**src/rtl/riscv_lsu.sv**
```systemverilog
// Load/store unit: turns CPU load/store requests into req/ack word-bus transactions.
// Optional misaligned-access trapping is enabled by defining RISCV_MISALIGN_TRAP_EN.
module riscv_lsu #(
   parameter int unsigned TIMEOUT_CYCLES = 32'd255
) (
   input  logic        clk,
   input  logic        reset_n,
   input  logic [31:0] cpu_addr,
   input  logic [31:0] cpu_wdata,
   input  logic        cpu_read,
   input  logic        cpu_write,
   input  logic [2:0]  cpu_funct3,
   output logic [31:0] cpu_rdata,
   output logic        cpu_stall,
   output logic        fault,
   output logic [31:0] mem_addr,
   output logic [31:0] mem_wdata,
   output logic [3:0]  mem_be,
   output logic        mem_we,
   output logic        mem_req,
   input  logic        mem_ack,
   input  logic [31:0] mem_rdata
);

   typedef enum logic [1:0] {
      S_IDLE = 2'd0,
      S_REQ  = 2'd1,
      S_DONE = 2'd2
   } state_e;

   // Access size: 0 byte, 1 halfword, 2 word (reserved encodings behave as word)
   function automatic logic [1:0] size_of(input logic [2:0] f3);
      logic [1:0] sz;
      case (f3)
         3'b000, 3'b100: sz = 2'd0;
         3'b001, 3'b101: sz = 2'd1;
         default:        sz = 2'd2;
      endcase
      return sz;
   endfunction

   function automatic logic [3:0] store_be(input logic [2:0] f3, input logic [1:0] a);
      logic [3:0] be;
      case (size_of(f3))
         2'd0:    be = 4'b0001 << a;
         2'd1:    be = a[1] ? 4'b1100 : 4'b0011;
         default: be = 4'b1111;
      endcase
      return be;
   endfunction

   function automatic logic [31:0] store_data(input logic [2:0] f3, input logic [31:0] wd);
      logic [31:0] d;
      case (size_of(f3))
         2'd0:    d = {4{wd[7:0]}};
         2'd1:    d = {2{wd[15:0]}};
         default: d = wd;
      endcase
      return d;
   endfunction

   function automatic logic [31:0] load_extend(input logic [2:0] f3, input logic [1:0] a,
                                               input logic [31:0] word);
      logic [7:0]  b;
      logic [15:0] h;
      logic [31:0] r;
      b = word[{a, 3'b000} +: 8];
      h = a[1] ? word[31:16] : word[15:0];
      case (f3)
         3'b000:  r = {{24{b[7]}}, b};
         3'b100:  r = {24'd0, b};
         3'b001:  r = {{16{h[15]}}, h};
         3'b101:  r = {16'd0, h};
         default: r = word;
      endcase
      return r;
   endfunction

   state_e      state_q, state_d;
   logic [31:0] addr_q, addr_d;
   logic [1:0]  off_q, off_d;
   logic [2:0]  funct3_q, funct3_d;
   logic        we_q, we_d;
   logic [3:0]  be_q, be_d;
   logic [31:0] wdata_q, wdata_d;
   logic        req_q, req_d;
   logic [31:0] rdata_q, rdata_d;
   logic        fault_q, fault_d;
   logic [31:0] tcnt_q, tcnt_d;
   logic        stall_s;
   logic [1:0]  off_s;

   // Byte offset after alignment; misaligned halfword/word accesses round down
   always_comb begin
      case (size_of(cpu_funct3))
         2'd0:    off_s = cpu_addr[1:0];
         2'd1:    off_s = {cpu_addr[1], 1'b0};
         default: off_s = 2'b00;
      endcase
   end

   // Next-state, bus-register and stall logic
   always_comb begin
      state_d  = state_q;
      addr_d   = addr_q;
      off_d    = off_q;
      funct3_d = funct3_q;
      we_d     = we_q;
      be_d     = be_q;
      wdata_d  = wdata_q;
      req_d    = req_q;
      rdata_d  = rdata_q;
      fault_d  = 1'b0;
      tcnt_d   = tcnt_q;
      stall_s  = 1'b0;
      case (state_q)
         S_IDLE: begin
            stall_s = cpu_read | cpu_write;
            tcnt_d  = 32'd0;
            if (cpu_read || cpu_write) begin
               funct3_d = cpu_funct3;
               off_d    = off_s;
               addr_d   = {cpu_addr[31:2], 2'b00};
               we_d     = cpu_write;
               be_d     = cpu_write ? store_be(cpu_funct3, off_s) : 4'b1111;
               wdata_d  = store_data(cpu_funct3, cpu_wdata);
`ifdef RISCV_MISALIGN_TRAP_EN
               if ((size_of(cpu_funct3) == 2'd1 && cpu_addr[0]) ||
                   (size_of(cpu_funct3) == 2'd2 && cpu_addr[1:0] != 2'b00)) begin
                  state_d = S_DONE;
                  fault_d = 1'b1;
                  rdata_d = 32'd0;
               end else begin
                  state_d = S_REQ;
                  req_d   = 1'b1;
               end
`else
               state_d = S_REQ;
               req_d   = 1'b1;
`endif
            end else begin
               state_d = S_IDLE;
            end
         end
         S_REQ: begin
            stall_s = 1'b1;
            if (mem_ack) begin
               rdata_d = we_q ? 32'd0 : load_extend(funct3_q, off_q, mem_rdata);
               req_d   = 1'b0;
               tcnt_d  = 32'd0;
               state_d = S_DONE;
            end else if (TIMEOUT_CYCLES != 32'd0 && tcnt_q + 32'd1 == TIMEOUT_CYCLES) begin
               rdata_d = 32'd0;
               req_d   = 1'b0;
               tcnt_d  = 32'd0;
               state_d = S_DONE;
`ifdef RISCV_MISALIGN_TRAP_EN
               fault_d = 1'b1;
`else
               fault_d = 1'b0;
`endif
            end else begin
               tcnt_d = (TIMEOUT_CYCLES != 32'd0) ? tcnt_q + 32'd1 : 32'd0;
            end
         end
         S_DONE: begin
            state_d = S_IDLE;
         end
         default: begin
            state_d = S_IDLE;
            req_d   = 1'b0;
         end
      endcase
   end

   // State and registered bus outputs
   always_ff @(posedge clk or negedge reset_n) begin
      if (!reset_n) begin
         state_q  <= S_IDLE;
         addr_q   <= 32'd0;
         off_q    <= 2'd0;
         funct3_q <= 3'd0;
         we_q     <= 1'b0;
         be_q     <= 4'd0;
         wdata_q  <= 32'd0;
         req_q    <= 1'b0;
         rdata_q  <= 32'd0;
         fault_q  <= 1'b0;
         tcnt_q   <= 32'd0;
      end else begin
         state_q  <= state_d;
         addr_q   <= addr_d;
         off_q    <= off_d;
         funct3_q <= funct3_d;
         we_q     <= we_d;
         be_q     <= be_d;
         wdata_q  <= wdata_d;
         req_q    <= req_d;
         rdata_q  <= rdata_d;
         fault_q  <= fault_d;
         tcnt_q   <= tcnt_d;
      end
   end

   assign cpu_stall = reset_n ? stall_s : 1'b0;
   assign cpu_rdata = rdata_q;
   assign fault     = fault_q;
   assign mem_addr  = addr_q;
   assign mem_wdata = wdata_q;
   assign mem_be    = be_q;
   assign mem_we    = we_q;
   assign mem_req   = req_q;

endmodule

```
**config.mk**
```make
export PLATFORM = sky130hd
export DESIGN_NAME = riscv_lsu
export DESIGN_NICKNAME = d
export VERILOG_FILES = /design/src/rtl/riscv_lsu.sv
export SDC_FILE = /design/constraint.sdc
export NUM_CORES = 1
export LEC_CHECK = 0
export BUFFER_PORTS_ARGS = -buffer_cell sky130_fd_sc_hd__buf_2
export CORE_MARGIN = 1.5
export CORE_UTILIZATION = 55
export DETAILED_ROUTE_END_ITERATION = 8
export GPL_ROUTABILITY_DRIVEN = 0
export PLACE_DENSITY = 0.93
export RECOVER_POWER = 100
export SLEW_MARGIN = 20
export SYNTH_ARGS = -nofsm -noshare
export SYNTH_HDL_FRONTEND = slang
export SYNTH_SLANG_ARGS = --single-unit
```
**constraint.sdc**
```tcl
create_clock -name clk -period 7.6 [get_ports clk]
set_input_delay 1.52 -clock clk [delete_from_list [all_inputs] [get_ports clk]]
set_output_delay 1.52 -clock clk [all_outputs]
set_load 0.1 [all_outputs]
```
==> out/qor.csv, run 1 <==
metric;value;unit
# port buffers;204;
Crit path depth;4;
share of layout cells above drive strength 1;0.137;
asr flop ratio synth;1.00;
CP max-delay cell;clkbuf_1;
setup TNS;0;ns
failing checks;capacitance limit, slew limit;
Final Max Slew Viols;166;
vias in the first global route;6517;
Ys Warns;0;
Required @ worst endpoint;6.08;ns
gr usage total;0.280;
top-count cell post-synth;nand2_1;
Initial Utilization;0.568;
post-synthesis sequential area ratio;0.479;
status;finished, violations left;
drt first pass iters;5;
final setup vio count;0;
CTS buffer count;17;
worst skew pair latency;0.42;ns
list of most frequent post-synthesis cells;nand2_1, dfrtp_1, o21ai_0;
synth unique cells;63;
Residual DRC;0;
Layout Skew;0.00708;ns
Antenna Nets Post-Route;0;
Yosys top cell area share;0.479;
Reg2Reg Setup Slack;3.43;ns
Worst Tran Pin Value;3.13;ns
crit path cell chain;clkbuf_1, clkinv_1, o311a_1, clkbuf_1;
critical path peak fanout;33;
TritonCTS clock tree;done;
H-tree depth;4;
routed vias/inst;5.75;
cts repair resizes;0;
clock-pin slew on the worst setup and hold paths;0.06;ns
Worst Setup EP;cpu_stall;
minimum clock period;4.88;ns
reg2reg end;cpu_rdata[5];
mean post-synth cell area;8.72;um^2
largest net degree at the start of global routing;83;
hold_buf cts;0;
initial antenna violation count;1;
crit path from;state_q[1];
CP top delay family;buffers and inverters;
relative slew slack;-1.09;
Antenna diodes;0;
worst r2r path cells;10;
Worst setup SP type;flop;
# rows;41;
root buffer cell;clkbuf_16;
via count;6818;
height of the die;118;um
CTS Buffer Depth;2;
Iter 0 DRT Violations;843;
Routed wire per std cell;16.2;um
Synth Instances;833;
ys flop type;dfrtp_1;
number of flops mapped to enable cells by yosys;0;
IO Pins;208;
gr ovfl total;0;
RSZ-0062 raised after global routing;false;
Area contributors post-synth;dfrtp_1, nand2_1, mux2i_1, o21ai_0, clkbuf_1;
nets;1107;
Max-Cap Viols;4;
core area;12800;um^2
final hold violation count;0;
FF/Latch Area;3480;um^2
final period utilization;0.642;
hpwl dp;13300;um
synthesized flop and latch total;139;
wirelength, routed;19200;um
Multi-input gate area;3360;um^2
Setup CP Type;reg -> out;
min-delay worst type;reg -> reg;
Die X;118;um
reg2reg start;tcnt_q[0];
overall die area;13900;um^2
cell mode on critical path;clkbuf_1;
Clock Sinks;139;
Synth-to-Final Area Change;19.8;%
Syn Std Cell Area;7260;um^2
Buf/Inv on CP;3;
slowest cell delay on critical path;1.10;ns
post-CTS setup buffer count;0;
Critical Path AT;3.36;ns
first-pass GRT wire length;31400;um
critical path capture point type;primary output;
Max Freq;0.205;GHz
Yosys top cell by area;dfrtp_1;
fill cell count;1068;
==> worst min path at each step <==
stage	startpoint	to	slack, ns	cells after the start
2_1_floorplan	funct3_q[2]	funct3_q[2]	0.46	2
3_3_place_gp	mem_addr[26]	mem_addr[26]	0.45	2
3_5_place_dp	mem_wdata[7]	mem_wdata[7]	0.46	2
4_1_cts	mem_wdata[7]	mem_wdata[7]	0.47	2
5_1_grt	mem_wdata[8]	mem_wdata[8]	0.50	2
6_report	mem_wdata[7]	mem_wdata[7]	0.47	2
==> flip-flops by register name, summed over array words and instances (netlist names) <==
name       cells
cpu_rdata     32
funct3_q       3
mem_addr      30
mem_be         4
mem_req        1
mem_wdata     32
mem_we         1
off_q          2
state_q        2
tcnt_q        32
==> routing by layer <==
layer,GRT usage,routed length (um)
met4,0.108,412
met5,0,0
met3,0.0693,1580
met1,0.354,7810
met2,0.463,9420
==> kinds of logic after synthesis <==
logic type	share of synthesized area
flops	0.479
buf+inv	0.0563
xor+xnor	0.00482
mux	0.0483
fa+ha+maj	0.00345
compound gates	0.163
simple gates	0.245
other cells	0.000516
==> worst min-delay path, stage by stage, from the launching register on <==
cell and delay, ns:
dfrtp_1 0.34, nand2_1 0.05, nand2_1 0.05
==> per-stage QoR <==
stage	hold WS (ns)	area, um^2	instances	setup slack, ns	util
5_1_grt	0.498	8700	1185	2.42	0.681
3_5_place_dp	0.458	8290	1154	3.25	0.649
2_1_floorplan	0.464	7270	835	3.76	-
3_3_place_gp	0.453	8290	1154	3.26	0.649
6_report	0.470	8700	1185	2.72	0.681
4_1_cts	0.472	8870	1185	3.25	0.695
==> cells in the final DEF, fill, tap and decap left out, types with 9 or more instances in the layout <==
cell type and n:
buf_2 100, dfrtp_1 139, clkbuf_16 17, a31oi_1 16
inv_1 35, o21ai_0 54, nand2b_1 15, a21oi_1 22
nand2_1 212, a22o_1 16, nor3_1 13, o221ai_1 9
clkbuf_1 107, nand4_1 25, nand3_1 25, nor2_1 46
mux2i_1 35
==> area by class of cell <==
class                      instances  share of cell area
clock buffer                      21              0.0541
multi-input combinational        598               0.386
timing repair buffer             209               0.106
clock inverter                    10              0.0132
sequential                       139               0.400
inverter                          36              0.0155
tap                              172              0.0247
Power of run 1 is not shown: default switching activity piles up to over one toggle a cycle in this logic, so the estimate is an artifact.
==> run 2, diff against run 1 <==
Settings changed: CORE_UTILIZATION 55 to 48, PLACE_DENSITY 0.93 to 0.87.
Clock period 7.6 ns to 4.3 ns, I/O delays scaled along.
==> run 2 against run 1 <==
The flow finishes with violations (DRC, capacitance limit, slew limit); non-clock buffer count rose by 5; final area is 0.85% higher; critical endpoint is now tcnt_q[18]; clock skew rose by 0.0011 ns; clock-buffer cell count is 3 lower; first-iteration DRC count shrank 20%; register-to-register slack lost 3.1 ns; worst hold slack improved by 0.0051 ns; critical path depth increased by 6.
==> out/qor.csv, run 2 (synthesis results as in run 1) <==
metric;value;unit;change
min-delay worst type;reg -> reg;;unchanged
FF/Latch Area;3480;um^2;unchanged
worst skew pair latency;0.42;ns;about the same
Max Freq;0.252;GHz;
via count;6928;;was 6818
failing checks;DRC, capacitance limit, slew limit;;was capacitance limit, slew limit
RSZ-0062 raised after global routing;false;;unchanged
wirelength, routed;20400;um;was 19200 um
Synth-to-Final Area Change;20.8;%;was 19.8%
hpwl dp;14100;um;was 13300 um
height of the die;126;um;was 118 um
routed vias/inst;5.76;;was 5.75
final period utilization;0.923;;
core area;14600;um^2;was 12800 um^2
initial antenna violation count;0;;was 1
worst r2r path cells;10;;unchanged
Reg2Reg Setup Slack;0.33;ns;was 3.43 ns
H-tree depth;4;;unchanged
Iter 0 DRT Violations;671;;was 843
Routed wire per std cell;17.0;um;was 16.2 um
Critical Path AT;4.25;ns;was 3.36 ns
gr ovfl total;0;;unchanged
Required @ worst endpoint;4.58;ns;was 6.08 ns
Initial Utilization;0.496;;was 0.568
reg2reg end;tcnt_q[18];;was cpu_rdata[5]
nets;1112;;was 1107
final setup vio count;0;;unchanged
hold_buf cts;0;;unchanged
Worst setup SP type;flop;;unchanged
overall die area;15900;um^2;was 13900 um^2
TritonCTS clock tree;done;;unchanged
Layout Skew;0.00820;ns;was 0.00708 ns
gr usage total;0.260;;was 0.280
setup TNS;0;ns;unchanged
largest net degree at the start of global routing;78;;was 83
post-route cell area;8770;um^2;was 8700 um^2
fill cell count;1281;;was 1068
most common cell after layout, fill and taps aside;nand2_1;;unchanged
Hold Crit Depth;2;;unchanged
Multi-input gate area;3380;um^2;was 3360 um^2
critical path peak fanout;26;;was 33
share of layout cells above drive strength 1;0.146;;was 0.137
minimum clock period;3.97;ns;
crit path from;tcnt_q[0];;was state_q[1]
cts repair resizes;0;;unchanged
relative slew slack;-0.130;;was -1.09
CTS buffer count;17;;unchanged
hold slack final;0.475;ns;was 0.470 ns
# rows;44;;was 41
Residual DRC;7;;was 0
IO Pins;208;;unchanged
Die X;126;um;was 118 um
CTS Buffer Depth;2;;unchanged
Final Max Slew Viols;203;;was 166
first-pass GRT wire length;32900;um;was 31400 um
# port buffers;204;;unchanged
Antenna Nets Post-Route;0;;unchanged
Antenna diodes;0;;unchanged
drt first pass iters;9;;was 5
Setup CP Type;reg -> reg;;was reg -> out
Worst Setup EP;tcnt_q[18];;was cpu_stall
Clock Sinks;139;;unchanged
vias in the first global route;6561;;was 6517
root buffer cell;clkbuf_16;;unchanged
Cell Area, Placed;8330;um^2;was 8290 um^2
Max-Cap Viols;4;;unchanged
Worst Tran Pin Value;1.70;ns;was 3.13 ns
critical path capture point type;flop;;was primary output
status;finished, violations left;;unchanged
post-CTS setup buffer count;0;;unchanged
clock-pin slew on the worst setup and hold paths;0.06;ns;about the same
most frequent cells in the layout;nand2_1, dfrtp_1, clkbuf_1, buf_2, o21ai_0;;unchanged
reg2reg start;tcnt_q[0];;unchanged
final hold violation count;0;;unchanged
[run 2: cell count changes in the layout (fill, tap and decap cells not counted), moves of 3 or more]
cell        change
buf_2           +3
clkbuf_2        +3
clkinv_2        -3
clkinvlp_4      +3
clkbuf_8        -3
[run 2: critical path, cell delays in order, from the launching register on]
cell and delay, ns:
dfrtp_1 0.49, ha_1 0.27, and3_1 0.26, and4_1 0.52
and3_1 0.31, mux2i_1 0.31, a2111oi_4 0.12, a41oi_2 0.16
buf_4 0.32, nand2_1 0.49, o311ai_0 0.55
[run 2: worst min-delay path by stage]
stage / endpoint / slack [ns] / start
2_1_floorplan: funct3_q[2] / 0.46 / funct3_q[2]
3_3_place_gp: mem_addr[31] / 0.45 / mem_addr[31]
3_5_place_dp: mem_addr[11] / 0.46 / mem_addr[11]
4_1_cts: mem_addr[11] / 0.47 / mem_addr[11]
5_1_grt: mem_addr[22] / 0.50 / mem_addr[22]
6_report: mem_addr[18] / 0.47 / mem_addr[18]
[run 2: stage by stage]
| stage | utilization | instances | setup WS (ns) |
|---|---|---|---|
| detailed placement | 0.569 | 1170 | 0.434 |
| global placement | 0.569 | 1170 | 0.656 |
| floorplan | - | 835 | 1.32 |
| CTS | 0.609 | 1202 | 0.426 |
| finish | 0.599 | 1203 | 0.332 |
| global route | 0.599 | 1203 | 0.112 |
[run 2: per-layer routing]
| layer | up-vias | part of all wire | global-route usage |
|---|---|---|---|
| met1 | 3230 | 0.41 | 0.331 |
| li1 | 3266 | - | - |
| met3 | 63 | 0.089 | 0.0752 |
| met5 | - | 0 | 0 |
| met4 | 0 | 0.029 | 0.0987 |
| met2 | 369 | 0.47 | 0.423 |
[run 2: area by class of cell]
cell class                 instances  area share
clock buffer                      18      0.0489
clock inverter                    14      0.0185
inverter                          36      0.0154
multi-input combinational        598       0.386
sequential                       139       0.397
tap                              184      0.0262
timing repair buffer             214       0.108
Power of run 2 is left out for the same reason.
==> run 3, diff against run 2 <==
Settings changed: CORE_UTILIZATION 48 to 29, PLACE_DENSITY 0.87 to 0.6.
==> run 3 against run 2 <==
Register-to-register slack better by 0.25 ns; worst hold slack got worse by 0.12 ns; the run ends with capacitance limit, slew limit left; first-iteration DRC count down 48%; critical endpoint is now tcnt_q[14]; clock skew rose by 0.0016 ns; largest cell class unchanged.
==> out/qor.csv, run 3 (synthesis results as in run 1) <==
metric;value;unit;change
hold_buf cts;0;;unchanged
gr ovfl total;0;;unchanged
Max-Cap Viols;3;;was 4
first-pass GRT wire length;35600;um;was 32900 um
min-delay worst type;in -> async;;was reg -> reg
CP max-delay cell;clkbuf_1;;was o311ai_0
Worst Tran Pin Value;2.38;ns;was 1.70 ns
Antenna Nets Post-Route;0;;unchanged
Residual DRC;0;;was 7
wirelength, routed;22100;um;was 20400 um
overall die area;26000;um^2;was 15900 um^2
Setup CP Type;reg -> reg;;unchanged
Buf/Inv on CP;2;;was 1
slowest cell delay on critical path;0.62;ns;was 0.55 ns
gr usage total;0.174;;was 0.260
RSZ-0062 raised after global routing;false;;unchanged
Routed wire per std cell;16.4;um;was 17.0 um
relative slew slack;-0.585;;was -0.130
core area;24500;um^2;was 14600 um^2
Final Max Slew Viols;103;;was 203
CTS Buffer Depth;2;;unchanged
nets;1117;;was 1112
status;finished, violations left;;unchanged
crit path cell chain;nand4_1, or4_4, nor4_1, nor4bb_1, and3_1, a41oi_1, buf_4, clkbuf_1, or3b_1, mux2i_1;;was ha_1, and3_1, and4_1, and3_1, mux2i_1, a2111oi_4, a41oi_2, buf_4, nand2_1, o311ai_0
clock-pin slew on the worst setup and hold paths;0.06;ns;about the same
Iter 0 DRT Violations;351;;was 671
CTS buffer count;17;;unchanged
IO Pins;208;;unchanged
Critical Path AT;4.06;ns;was 4.25 ns
hpwl dp;15700;um;was 14100 um
Initial Utilization;0.297;;was 0.496
critical path capture point type;flop;;unchanged
final hold violation count;0;;unchanged
worst skew pair latency;0.42;ns;about the same
largest net degree at the start of global routing;57;;was 78
# port buffers;204;;unchanged
# rows;57;;was 44
CP top delay family;simple AND/OR/NAND/NOR gates;;unchanged
TritonCTS clock tree;done;;unchanged
minimum clock period;3.72;ns;was 3.97 ns
Die X;161;um;was 126 um
Clock Sinks;139;;unchanged
height of the die;161;um;was 126 um
Layout Skew;0.00979;ns;was 0.00820 ns
drt first pass iters;5;;was 9
root buffer cell;clkbuf_16;;unchanged
Max Freq;0.269;GHz;was 0.252 GHz
routed vias/inst;5.00;;was 5.76
setup TNS;0;ns;unchanged
most common cell after layout, fill and taps aside;nand2_1;;unchanged
share of layout cells above drive strength 1;0.146;;about the same
Required @ worst endpoint;4.64;ns;was 4.58 ns
final period utilization;0.865;;was 0.923
H-tree depth;4;;unchanged
vias in the first global route;6520;;was 6561
Synth-to-Final Area Change;24.6;%;was 20.8%
post-CTS setup buffer count;0;;unchanged
initial antenna violation count;1;;was 0
final setup vio count;0;;unchanged
failing checks;capacitance limit, slew limit;;was DRC, capacitance limit, slew limit
Worst setup SP type;flop;;unchanged
critical path peak fanout;15;;was 26
cts repair resizes;0;;unchanged
most frequent cells in the layout;nand2_1, dfrtp_1, clkbuf_1, buf_2, o21ai_0;;unchanged
Antenna diodes;0;;unchanged
via count;6733;;was 6928
[run 3: cell count changes in the layout (fill, tap and decap cells not counted), moves of 3 or more]
cell	delta
buf_2	-3
buf_4	+4
bufinv_16	+3
clkbuf_1	+3
clkinvlp_4	-3
[run 3: final timing paths]
check	start	to	slack (ns)	cells past startpoint
setup / recovery	tcnt_q[12]	tcnt_q[14]	0.58	10
min in group clk	mem_addr[6]	mem_addr[6]	0.48	2
setup reg to reg	tcnt_q[12]	tcnt_q[14]	0.58	10
max in group asynchronous	reset_n	cpu_rdata[21]	1.35	2
hold reg to reg	mem_addr[6]	mem_addr[6]	0.48	2
hold / removal	reset_n	mem_addr[27]	0.36	1
[run 3: area by class of cell]
type	count	area [um^2]
clock buffer	17	425
clock inverter	14	233
fill	2565	15400
inverter	36	135
multi-input combinational	598	3380
sequential	139	3480
tap	324	405
timing repair buffer	219	987
[run 3: routing by layer]
metal | part of all wire | GRT usage | wire (um) | vias to the layer above
met5 | 0.00059 | 0 | 13 | -
met4 | 0.010 | 0.0484 | 227 | 2
met3 | 0.074 | 0.0465 | 1640 | 20
met2 | 0.46 | 0.280 | 10200 | 271
met1 | 0.45 | 0.230 | 9930 | 3166
li1 | - | - | - | 3274
[run 3: per-stage QoR]
stage	instances	cell area (um^2)	hold WS (ns)	utilization	worst slack [ns]
floorplan	835	7270	0.464	-	1.32
global placement	1316	8550	0.454	0.350	0.898
detailed placement	1316	8550	0.458	0.350	0.758
CTS	1347	9210	0.357	0.377	0.741
global route	1347	9040	0.375	0.370	0.240
finish	1347	9040	0.358	0.370	0.582
Power of run 3 is left out for the same reason.
